[src/rtl/byte_to_word_packer_pkg.sv]
`default_nettype none
// ============================================================================
// Module      : byte_to_word_packer_pkg
// Description : Shared widths, types and byte-placement helper for the
//               byte-to-word packer.
// Revision    : 1.0 - initial release
// ============================================================================
package byte_to_word_packer_pkg;

    localparam int c_BYTE_W         = 8;
    localparam int c_WORD_W         = 64;
    localparam int c_BYTES_PER_WORD = 8;
    localparam int c_IDX_W          = 3;

    typedef logic [c_BYTE_W-1:0] byte_t;
    typedef logic [c_WORD_W-1:0] word_t;
    typedef logic [c_IDX_W-1:0]  idx_t;

    // Byte k lands at bit offset 8*(7-k), i.e. {~k, 3'b000}, so byte 0 is the MSB.
    function automatic word_t place_byte(input byte_t b, input idx_t k);
        return word_t'(b) << {~k, 3'b000};
    endfunction

endpackage
`default_nettype wire

[src/rtl/handshake_word_fifo.sv]
`default_nettype none
// ============================================================================
// Module      : handshake_word_fifo
// Description : Circular FIFO with isReady/canReceive handshakes on both
//               sides, synchronous flush, output forced to zero when empty.
// Revision    : 1.0 - initial release
// ============================================================================
module handshake_word_fifo #(
    parameter int WIDTH = 64,
    parameter int DEPTH = 2
) (
    input  logic             clk,
    input  logic             rst,
    input  logic             clear,
    input  logic [WIDTH-1:0] in,
    input  logic             in_isReady,
    output logic             in_canReceive,
    output logic [WIDTH-1:0] out,
    output logic             out_isReady,
    input  logic             out_canReceive
);

    localparam int c_PTR_W = (DEPTH > 1) ? $clog2(DEPTH) : 1;
    localparam int c_CNT_W = $clog2(DEPTH + 1);

    logic [WIDTH-1:0]   r_mem [DEPTH];
    logic [c_PTR_W-1:0] r_wr_ptr;
    logic [c_PTR_W-1:0] r_rd_ptr;
    logic [c_CNT_W-1:0] r_count;

    logic w_push;
    logic w_pop;

    // Readiness depends only on occupancy and reset, never on the data-side inputs.
    assign in_canReceive = !rst && (r_count < c_CNT_W'(DEPTH));
    assign out_isReady   = (r_count != '0);
    assign out           = out_isReady ? r_mem[r_rd_ptr] : '0;

    assign w_push = in_isReady && in_canReceive;
    assign w_pop  = out_isReady && out_canReceive;

    function automatic logic [c_PTR_W-1:0] next_ptr(input logic [c_PTR_W-1:0] p);
        return (p == c_PTR_W'(DEPTH - 1)) ? '0 : p + c_PTR_W'(1);
    endfunction

    // Storage write; slot contents need no reset because out is gated by occupancy.
    always_ff @(posedge clk) begin
        if (w_push && !clear) begin
            r_mem[r_wr_ptr] <= in;
        end
    end

    // Pointer and occupancy bookkeeping; clear overrides any push or pop.
    always_ff @(posedge clk or posedge rst) begin
        if (rst) begin
            r_wr_ptr <= '0;
            r_rd_ptr <= '0;
            r_count  <= '0;
        end else if (clear) begin
            r_wr_ptr <= '0;
            r_rd_ptr <= '0;
            r_count  <= '0;
        end else begin
            if (w_push) begin
                r_wr_ptr <= next_ptr(r_wr_ptr);
            end
            if (w_pop) begin
                r_rd_ptr <= next_ptr(r_rd_ptr);
            end
            if (w_push && !w_pop) begin
                r_count <= r_count + c_CNT_W'(1);
            end else if (w_pop && !w_push) begin
                r_count <= r_count - c_CNT_W'(1);
            end
        end
    end

endmodule
`default_nettype wire

[src/rtl/byte_to_word_packer.sv]
`default_nettype none
// ============================================================================
// Module      : byte_to_word_packer
// Description : Packs a host byte stream MSB-first into 64-bit words; a word
//               is committed on its 8th byte or on a byte flagged in_last,
//               then queued for the core in a small handshake FIFO.
// Revision    : 1.0 - initial release
// ============================================================================
module byte_to_word_packer
    import byte_to_word_packer_pkg::*;
#(
    parameter int DEPTH = 2
) (
    input  logic                clk,
    input  logic                rst,
    input  logic                clear,
    input  logic [c_BYTE_W-1:0] in,
    input  logic                in_last,
    input  logic                in_isReady,
    output logic                in_canReceive,
    output logic [c_WORD_W-1:0] out,
    output logic                out_isReady,
    input  logic                out_canReceive
);

    idx_t  r_idx;
    word_t r_acc;

    logic  w_fifo_can;
    logic  w_byte_xfer;
    logic  w_commit;
    word_t w_word;

    assign w_byte_xfer   = in_isReady && w_fifo_can;
    assign w_commit      = w_byte_xfer &&
                           (in_last || (r_idx == idx_t'(c_BYTES_PER_WORD - 1)));
    // Later byte positions are still zero in the accumulator, giving zero fill on a short field.
    assign w_word        = r_acc | place_byte(in, r_idx);
    assign in_canReceive = w_fifo_can;

    // Byte index and partial-word accumulator; cleared on commit, flush or reset.
    always_ff @(posedge clk or posedge rst) begin
        if (rst) begin
            r_idx <= '0;
            r_acc <= '0;
        end else if (clear || w_commit) begin
            r_idx <= '0;
            r_acc <= '0;
        end else if (w_byte_xfer) begin
            r_idx <= r_idx + idx_t'(1);
            r_acc <= w_word;
        end
    end

    handshake_word_fifo #(
        .WIDTH (c_WORD_W),
        .DEPTH (DEPTH)
    ) u_fifo (
        .clk            (clk),
        .rst            (rst),
        .clear          (clear),
        .in             (w_word),
        .in_isReady     (w_commit),
        .in_canReceive  (w_fifo_can),
        .out            (out),
        .out_isReady    (out_isReady),
        .out_canReceive (out_canReceive)
    );

endmodule
`default_nettype wire

[config.mk]
export PLATFORM = sky130hd
export DESIGN_NAME = byte_to_word_packer
export DESIGN_NICKNAME = d
export VERILOG_FILES = /design/src/rtl/byte_to_word_packer_pkg.sv /design/src/rtl/handshake_word_fifo.sv /design/src/rtl/byte_to_word_packer.sv
export SDC_FILE = /design/constraint.sdc
export NUM_CORES = 1
export LEC_CHECK = 0
export BUFFER_PORTS_ARGS = -buffer_cell sky130_fd_sc_hd__buf_2
export CAP_MARGIN = 40
export CORE_ASPECT_RATIO = 1.5
export CORE_MARGIN = 3
export CORE_UTILIZATION = 55
export DETAILED_ROUTE_END_ITERATION = 8
export GPL_TIMING_DRIVEN = 0
export PLACE_DENSITY = 0.75
export SLEW_MARGIN = 20
export SYNTH_ARGS = -nofsm -noshare
export SYNTH_HDL_FRONTEND = slang
export SYNTH_SLANG_ARGS = --single-unit
[constraint.sdc]
create_clock -name clk -period 12.9 [get_ports clk]
set_input_delay 1.29 -clock clk [delete_from_list [all_inputs] [get_ports clk]]
set_output_delay 1.29 -clock clk [all_outputs]
set_load 0.02 [all_outputs]
==> flow_metrics.env <==
export IMPL_grt_pass1_wl_mm=29.5
export IMPL_crit_slowest_cell="sky130_fd_sc_hd__clkbuf_1"
export IMPL_critical_path_startpoint_type="register"
export IMPL_netlist_cell_type_count=35
export IMPL_timing_critical_path_cells="nor2_1 -> clkbuf_1 -> buf_1 -> nor2_1 -> buf_2"
export IMPL_cellLeakagePower_nw=4.18
export IMPL_synth_top_cells_by_area="sky130_fd_sc_hd__edfxtp_1, sky130_fd_sc_hd__dfrtp_1, sky130_fd_sc_hd__mux2i_1"
export IMPL_hold_viol=0
export IMPL_fraction_of_the_yosys_area_taken_by_sequential_cells_pct=68.2
export IMPL_end_kind="output pin"
export IMPL_grt_total_usage_pct=23.3
export IMPL_floorplan_die_area_sq_mm=0.0165
export IMPL_cap_viol_max_count=0
export IMPL_critical_path_required_ns=11.61
export IMPL_proportion_of_layout_cells_with_a_drive_suffix_above_1_pct=22.4
export IMPL_postCtsResizedCells=0
export IMPL_portBuffers=70
export IMPL_maximum_frequency_from_static_timing_analysis_mhz=277
export IMPL_yosysWarningCount=0
export IMPL_first_pass_iters=5
export IMPL_synth_cells_most_frequent="sky130_fd_sc_hd__edfxtp_1, sky130_fd_sc_hd__nor2_1, sky130_fd_sc_hd__dfrtp_1"
export IMPL_postCtsHoldBufs=0
export IMPL_route_detailed_drc=0
export IMPL_timing_worst_slew_pin_value_ns=0.766
export IMPL_initial_core_util_pct=56.5
export IMPL_synth_top_cell_area_share_pct=46.7
export IMPL_synth_largest_area_cell="sky130_fd_sc_hd__edfxtp_1"
export IMPL_pwr_density_cell_mw_per_mm2=134
export IMPL_drt_iter0_markers=442
export IMPL_reg2reg_to="u_fifo.r_mem[1][52]$_DFFE_PP_"
export IMPL_timing_worst_setup_path_type="register to output pin"
export IMPL_critical_path_top_cell_by_count="sky130_fd_sc_hd__nor2_1"
export IMPL_hp_start="r_acc[50]$_DFFE_PP0P_"
export IMPL_overflow=0
export IMPL_fin_hold_ws_ns=0.501
export IMPL_clk_pin_slew_ns=0.07
export IMPL_via_count=5297
export IMPL_worstHoldPathCells=1
export IMPL_cts_repair_timing_setup_buffer_count=0
export IMPL_antenna_found_initial=0
export IMPL_die_height_um=156
export IMPL_avgRoutedWirePerCell_um=20.7
export IMPL_synth_ff_latch_count=199
export IMPL_finalSetupViolations=0
export IMPL_worst_endpoint_arrival_ns=2.32
export IMPL_detailedPlacementHpwl_mm=12.8
export IMPL_final_max_slew_viol_count=0
export IMPL_clock_skew_final_ns=0.00803
export IMPL_timing_critical_path_fanout_max=10
export IMPL_cts_tree="built"
export IMPL_finalWirelength_mm=18.6
export IMPL_synth_edff_count=128
export IMPL_regToRegSetupSlack_ns=10.03
export IMPL_routabilityCongestion=0.870
export IMPL_synth_area_per_cell_sq_um=14.1
export IMPL_timing_hold_worst_endpoint="r_acc[50]$_DFFE_PP0P_"
export IMPL_post_synth_instance_area_sq_mm=0.00824
export IMPL_insertedDiodeCount=0
export IMPL_path_delay_family="buffers and inverters"
export IMPL_routed_via_density=5.91
export IMPL_outcome="complete, no violations"
export IMPL_timing_max_slew_rel_slack_pct=48.9
export IMPL_die_w_um=106
export IMPL_worstPathBufferInverterCount=3
export IMPL_design_portCount=80
export IMPL_cts_root_buffer="sky130_fd_sc_hd__clkbuf_16"
export IMPL_final_min_period_over_clock_period_pct=28.0
export IMPL_fp_row_count=54
export IMPL_peakVddDrop_mv=0.103
export IMPL_cts_num_sinks=199
export IMPL_yosysMostFrequentCell="sky130_fd_sc_hd__edfxtp_1"
export IMPL_rr_worst_depth=10
export IMPL_timing_rr_start="r_idx[1]$_DFFE_PP0P_"
export IMPL_min_delay_path_class="register to register"
export IMPL_synthesis_nets=600
export IMPL_cts_max_path_buffers=2
export IMPL_flow_area_growth_from_synthesis_pct=16.1
export IMPL_ant_nets=0
export IMPL_postSynth_topFlopCell="sky130_fd_sc_hd__edfxtp_1"
export IMPL_asyncSetResetFlopFracSynth_pct=35.7
export IMPL_setup_tns_final_ns=0
export IMPL_vias_in_the_first_global_route=5548
export IMPL_worst_skew_pair_late_latency_ns=0.43
export IMPL_period_minus_slack_ns=3.61
export IMPL_grt_start_max_net_pins=59
export IMPL_core_area_sq_mm=0.0146
export IMPL_cts_max_level=4
export IMPL_cts_inserted_buffers=17
export IMPL_setup_repair_after_global_routing_missed_its_margin="no"
export IMPL_cpPeakStageDelay_ns=0.55
export IMPL_post_synth_inst_count=584
export IMPL_final_net_count=704
## placed cells by master (no fill, tap or decap), types with 3 or more instances in the layout
cell,netlist,routed
sky130_fd_sc_hd__edfxtp_1,128,128
sky130_fd_sc_hd__nor2_1,94,94
sky130_fd_sc_hd__buf_2,21,91
sky130_fd_sc_hd__dfrtp_1,71,71
sky130_fd_sc_hd__a21o_1,65,65
sky130_fd_sc_hd__mux2i_1,64,64
sky130_fd_sc_hd__a32o_1,39,39
sky130_fd_sc_hd__a31oi_1,26,26
sky130_fd_sc_hd__clkbuf_1,23,24
sky130_fd_sc_hd__clkbuf_16,0,17
sky130_fd_sc_hd__buf_4,3,15
sky130_fd_sc_hd__buf_1,9,9
sky130_fd_sc_hd__buf_6,4,6
sky130_fd_sc_hd__clkinv_4,0,5
sky130_fd_sc_hd__nor3b_2,3,4
sky130_fd_sc_hd__and3b_1,3,3
sky130_fd_sc_hd__nand2_1,3,3
sky130_fd_sc_hd__o21ai_0,3,3
sky130_fd_sc_hd__inv_8,0,3
## through the flow
step	total power, mW	instances	utilization [%]	setup WS [ns]	cell area [sq um]
after CTS	1.29	897	65.6	9.16	9570
final	1.28	897	65.6	9.29	9570
after detailed placement	0.778	865	61.6	9.03	8990
after floorplan	0.751	584	-	5.73	8240
after global routing	1.31	897	65.6	9.10	9570
after global placement	0.775	850	60.5	3.24	8830
## state kept, by name, summed over array words and instances, names as in the netlist
register / flops
r_idx: 3
u_fifo.r_count: 2
r_acc: 64
u_fifo.r_rd_ptr: 1
u_fifo.r_mem: 128
u_fifo.r_wr_ptr: 1
## report_power, final
group          switching (mW)  internal (mW)
Clock                   0.240          0.278
Combinational          0.0562         0.0236
Sequential            0.00250          0.683
## kinds of logic (layout without fill, tap and decap cells)
logic type                 Yosys count  in the layout  synth area share, %
xor gates and xnor gates             1              1                0.106
muxes                               65             65                 7.91
and+or+nand+nor                    114            114                 6.29
DFF                                199            199                 68.2
buffers and inverters               63            180                 3.69
AOI/OAI and AO/OA                  140            140                 13.5
adders and majority gates            2              2                0.304
## how the worst max path moves through the flow
stage | end | from | cells past startpoint | slack, ns
finish | out[7] | u_fifo.r_count[1]$_DFFE_PP0P_ | 5 | 9.29
global route | out[20] | u_fifo.r_count[1]$_DFFE_PP0P_ | 5 | 9.10
CTS | out[18] | u_fifo.r_count[1]$_DFFE_PP0P_ | 5 | 9.16
detailed placement | u_fifo.r_mem[1][49]$_DFFE_PP_ | rst | 9 | 9.03
global placement | u_fifo.r_mem[1][49]$_DFFE_PP_ | rst | 5 | 3.24
floorplan | u_fifo.r_mem[1][0]$_DFFE_PP_ | rst | 4 | 5.73
## cell type report
class | instances | area, sq um
sequential | 199 | 5620
fill | 1084 | 5030
multi-input combinational | 322 | 2320
timing repair buffer | 85 | 490
clock buffer | 19 | 443
buffer | 60 | 293
tap | 196 | 245
clock inverter | 13 | 138
inverter | 3 | 13.8
## metal layers
metal  wire length [um]  track usage, %  vias up
li1                   -               -     2395
met1               7010            27.9     2664
met2               9990            42.2      203
met3                990            4.06       35
met4                557            8.89        0
met5                  0               0        -
Power figures use the tool's default switching activity.
